<file path="config.mk">
export PLATFORM = sky130hd
export DESIGN_NAME = elastic_register_pipeline
export DESIGN_NICKNAME = d
export VERILOG_FILES = /design/src/rtl/register_pipeline_pkg.sv /design/src/rtl/elastic_register_pipeline_pipe_stage.sv /design/src/rtl/elastic_register_pipeline.sv
export SDC_FILE = /design/constraint.sdc
export NUM_CORES = 1
export LEC_CHECK = 0
export BUFFER_PORTS_ARGS = -buffer_cell sky130_fd_sc_hd__buf_2
export CELL_PAD_IN_SITES_DETAIL_PLACEMENT = 2
export CELL_PAD_IN_SITES_GLOBAL_PLACEMENT = 2
export CORE_ASPECT_RATIO = 1.2
export CORE_MARGIN = 3
export CORE_UTILIZATION = 37
export CTS_CLUSTER_SIZE = 25
export DETAILED_ROUTE_END_ITERATION = 10
export PLACE_DENSITY = 0.86
export SETUP_SLACK_MARGIN = 0.3
export SLEW_MARGIN = 20
export SYNTH_ARGS = -nofsm -noshare
export SYNTH_HDL_FRONTEND = slang
export SYNTH_HIERARCHICAL = 1
export SYNTH_SLANG_ARGS = --single-unit
</file>
<file path="constraint.sdc">
create_clock -name clk -period 2.9 [get_ports clk]
set_input_delay 0.29 -clock clk [delete_from_list [all_inputs] [get_ports clk]]
set_output_delay 0.29 -clock clk [all_outputs]
set_load 0.01 [all_outputs]
</file>
<file path="src/rtl/register_pipeline_pkg.sv">
// Shared constants and helpers for the elastic register pipeline.
// Holds the default geometry, the count-width helper and the test timing constants.
package register_pipeline_pkg;

  localparam int unsigned DEF_WIDTH     = 16;
  localparam int unsigned DEF_DEPTH     = 4;
  localparam int unsigned RESET_CYCLES  = 2;
  localparam int unsigned CLK_PERIOD_NS = 50;

  // Bits needed to hold an occupancy value in the range 0..depth.
  function automatic int unsigned cnt_width(input int unsigned depth);
    return $clog2(depth + 1);
  endfunction

endpackage

</file>
<file path="src/rtl/elastic_register_pipeline_pipe_stage.sv">
// One WIDTH-bit elastic register stage.
// The stage loads when it is empty or when the stage downstream can take its word.
module pipe_stage
  import register_pipeline_pkg::*;
#(
  parameter int unsigned WIDTH = DEF_WIDTH
) (
  input  logic             clk,
  input  logic             reset,
  input  logic             flush,
  input  logic             up_valid,
  input  logic [WIDTH-1:0] up_data,
  input  logic             dn_ready,
  output logic             valid,
  output logic [WIDTH-1:0] data,
  output logic             rdy
);

  assign rdy = !valid || dn_ready;

  // Flush drops the valid bit but leaves the data register alone.
  always_ff @(posedge clk) begin
    if (reset) begin
      valid <= 1'b0;
      data  <= '0;
    end else if (flush) begin
      valid <= 1'b0;
    end else if (rdy) begin
      valid <= up_valid;
      if (up_valid) begin
        data <= up_data;
      end
    end
  end

endmodule

</file>
<file path="src/rtl/elastic_register_pipeline.sv">
// DEPTH-stage valid/ready register pipeline with synchronous flush and occupancy count.
// Stage 0 faces the producer, and stage DEPTH-1 drives the consumer-side outputs.
module elastic_register_pipeline
  import register_pipeline_pkg::*;
#(
  parameter  int unsigned WIDTH = DEF_WIDTH,
  parameter  int unsigned DEPTH = DEF_DEPTH,
  localparam int unsigned CNT_W = cnt_width(DEPTH)
) (
  input  logic             clk,
  input  logic             reset,
  input  logic             flush,
  input  logic             in_valid,
  output logic             in_ready,
  input  logic [WIDTH-1:0] in_data,
  output logic             out_valid,
  input  logic             out_ready,
  output logic [WIDTH-1:0] out_data,
  output logic [CNT_W-1:0] count
);

  logic accept;
  logic consume;

  // Each stage keeps its own handshake nets so that the ready chain never loops through one shared vector.
  for (genvar i = 0; i < int'(DEPTH); i++) begin : g_stage
    logic             v;
    logic [WIDTH-1:0] d;
    logic             rdy;
    logic             up_v;
    logic [WIDTH-1:0] up_d;
    logic             dn_rdy;

    if (i == 0) begin : g_head
      assign up_v = in_valid;
      assign up_d = in_data;
    end else begin : g_body
      assign up_v = g_stage[i-1].v;
      assign up_d = g_stage[i-1].d;
    end

    if (i == int'(DEPTH) - 1) begin : g_tail
      assign dn_rdy = out_ready;
    end else begin : g_inner
      assign dn_rdy = g_stage[i+1].rdy;
    end

    pipe_stage #(
      .WIDTH (WIDTH)
    ) u_stage (
      .clk      (clk),
      .reset    (reset),
      .flush    (flush),
      .up_valid (up_v),
      .up_data  (up_d),
      .dn_ready (dn_rdy),
      .valid    (v),
      .data     (d),
      .rdy      (rdy)
    );
  end

  assign in_ready  = g_stage[0].rdy && !flush && !reset;
  assign out_valid = g_stage[DEPTH-1].v;
  assign out_data  = g_stage[DEPTH-1].d;

  assign accept  = in_valid && in_ready;
  assign consume = out_valid && out_ready;

  // Occupancy stays within 0..DEPTH because acceptance is gated by the ready chain.
  always_ff @(posedge clk) begin
    if (reset) begin
      count <= '0;
    end else if (flush) begin
      count <= '0;
    end else begin
      count <= count + CNT_W'(accept) - CNT_W'(consume);
    end
  end

endmodule

</file>
==> metrics.md <==
| Metric | Value |
|---|---|
| Post-synth top area share | 43.0% |
| Tot Pwr | 1860 uW |
| HP Class | input port to flop |
| Final hold vios | 0 |
| Ant diodes | 0 |
| Nets | 381 |
| F_max | 0.415 GHz |
| Syn_area_per_cell | 10.5 sq um |
| Post-synth net total | 340 |
| Io pins | 42 |
| Routed len/inst | 14.1 microns |
| Final Max Slew Viols | 0 |
| Worst Setup End Kind | flop |
| TNS Setup | 0 ns |
| Final setup slack of the worst path | 0.488 ns |
| Crit Path Class | flop to flop |
| Synth Flop Type | dfxtp_1 |
| CTS tree | done |
| WP data required | 3.10 ns |
| Fraction of layout instances using a drive strength above 1 | 20.8% |
| Post-Synthesis Cells | 316 |
| Power per cell area | 497 nW/um^2 |
| Crit path max fanout | 3 |
| Leakage power | 0.00132 uW |
| DP HPWL | 4410 microns |
| Synth Warn # | 6 |
| CP arrival | 2.61 ns |
| Place WS | 0.270 ns |
| Synthesized cell area | 3310 sq um |
| Initial antenna violation count | 0 |
| # port buffers | 41 |
| Post-synth EDFFs | 0 |
| Netlist cell types | 17 |
| CTS clk-pin slew, worst paths | 0.07 ns |
| Antenna viol nets, final | 0 |
| Final period util | 83.2% |
| Initial Util | 38.2% |
| Largest net degree at the start of global routing | 135 |
| Most repeated cell in the gate-level netlist after synthesis | nand2b_1 |
| Total CTS buffers | 9 |
| DR vias/cell | 4.50 |
| CP Launch Type | flop |
| Vias in the first global route | 2241 |
| Slew margin rel. | 40.1% |
| Clock Latency Late Sink | 0.34 ns |
| Final Skew | 0.00429 ns |
| First-pass GRT wire length | 11300 microns |
| Die H | 110 microns |
| Row count | 37 |
| Die Footprint | 10100 sq um |
| Peak VDD IR | 0.170 mV |
| Setup violations, final | 0 |
| Cell taking the most area after synthesis | dfxtp_1 |
| RSZ-0062 raised after global routing | false |
| Area growth syn-to-layout | 13.1% |
| Placed cell count | 459 |
| Status | finished, final reports clean |
| Synth top area cells | dfxtp_1 43%, nand2b_1 24%, mux2i_1 19% |
| Clk root buf | clkbuf_8 |
| Seq cells post-synth | 71 |
| Initial detailed-routing violation count | 63 |
| H-tree depth | 3 |
| Finished Layout Cells | 478 |
| Grt ovf | 0 |
| Clock sinks | 71 |
| Final Wtd Congestion | 0.672 |
| Crit path time final | 2.41 ns |
| Die width | 92.3 microns |
| Vias after detailed routing | 2149 |
| Async set-reset flop share out of synthesis | 0% |
| Global Route Usage Sum | 14.1% |
| Max clock buf depth | 2 |
| WHS | 0.203 ns |
| Drt drc | 0 |
| DRT Pass-1 Iters | 4 |
| Sequential area share after synthesis | 43.0% |
| Max-cap viol count | 0 |
| Worst slew pin tran | 0.898 ns |
| Top cells by count, synth | 128 x nand2b_1, 71 x dfxtp_1, 64 x mux2i_1 |
| CTS Hold Bufs | 0 |
| Routed wire length | 6740 microns |
| Core Region | 8660 sq um |
logic make-up after synthesis:
group                      count (synthesis)  synth area share [%]
DFF                                       71                  43.0
and+or+nand+nor                          151                  29.8
muxes                                     64                  19.4
adders and majority gates                  3                  1.36
buffers and inverters                     26                  5.83
xor gates and xnor gates                   1                 0.681
per-stage QoR:
stage	cell area, sq um	util [%]
floorplan	3310	-
global placement	3520	40.7
detailed placement	3520	40.7
CTS	3700	42.8
global route	3740	43.2
finish	3740	43.2
where the power goes:
group	switching (uW)	leakage (uW)	internal (uW)	total, uW
logic	50.2	0.000658	59.9	110
clock network	360	0.0000892	390	751
registers	8.00	0.000575	989	997
layer usage:
layer	vias to the layer above	track usage (%)	wire length, microns
met3	10	2.40	185
met4	0	8.28	146
met5	-	0	0
met1	1011	18.1	3190
met2	33	22.5	3220
li1	1095	-	-
layout by cell type (no fill, tap or decap), drive strengths merged:
| cell | Yosys | final |
|---|---|---|
| nand3 | 1 | 1 |
| clkinv | 0 | 2 |
| and2 | 3 | 3 |
| bufinv | 0 | 1 |
| nor2b | 4 | 4 |
| clkinvlp | 0 | 1 |
| nor2 | 5 | 5 |
| mux2i | 64 | 64 |
| nand2b | 128 | 128 |
| nor3b | 4 | 4 |
| dfxtp | 71 | 71 |
| ha | 2 | 2 |
| nor3 | 6 | 6 |
| xnor3 | 1 | 1 |
| inv | 6 | 6 |
| clkbuf | 12 | 11 |
| fa | 1 | 1 |
| buf | 8 | 50 |
state kept, by name, summed over array words and instances, names as in the netlist:
| register | cells |
|---|---|
| g_stage.u_stage/data | 64 |
| g_stage.u_stage/valid | 4 |
| count | 3 |
worst max-delay path: stages (launching register included):
cell and delay, ns:
dfxtp_2 0.33, nor2b_4 0.17, inv_2 0.06, nor2b_4 0.11, inv_1 0.07, nor2b_4 0.13, inv_1 0.08, nor2b_4 0.12
inv_1 0.07, nand3_1 0.08, ha_1 0.22, inv_1 0.06, ha_1 0.14, inv_1 0.05, fa_2 0.33, xnor3_1 0.22
nor3_2 0.04
worst paths after layout:
| kind | startpoint | endpoint | slack (ns) | cells after the start |
|---|---|---|---|---|
| worst min register to register | g_stage[3].u_stage/data[3] | g_stage[3].u_stage/data[3] | 0.47 | 2 |
| worst min-delay path | in_data[4] | g_stage[0].u_stage/data[4] | 0.20 | 3 |
| worst max-delay path | g_stage[3].u_stage/valid | count[2] | 0.49 | 16 |
| worst max register to register | g_stage[3].u_stage/valid | count[2] | 0.49 | 16 |
cell type report:
type                            instances  area (sq um)
Fill cell                             969          4920
Multi-Input combinational cell        219          1690
Sequential cell                        71          1420
Timing Repair Buffer                   50           273
Tap cell                              117           146
Clock buffer                           11           131
Clock inverter                          4          47.5
Inverter                                6          22.5
repair_timing:
| action | in CTS | in global routing |
|---|---|---|
| cloned | 0 | 0 |
| buffers inserted | 0 | 4 |
| setup endpoints to repair | 1 | 2 |
| endpoints found under the hold margin | 0 | 0 |
| resized for setup | 1 | 2 |
Note: power is estimated with default switching activity, not from simulation.
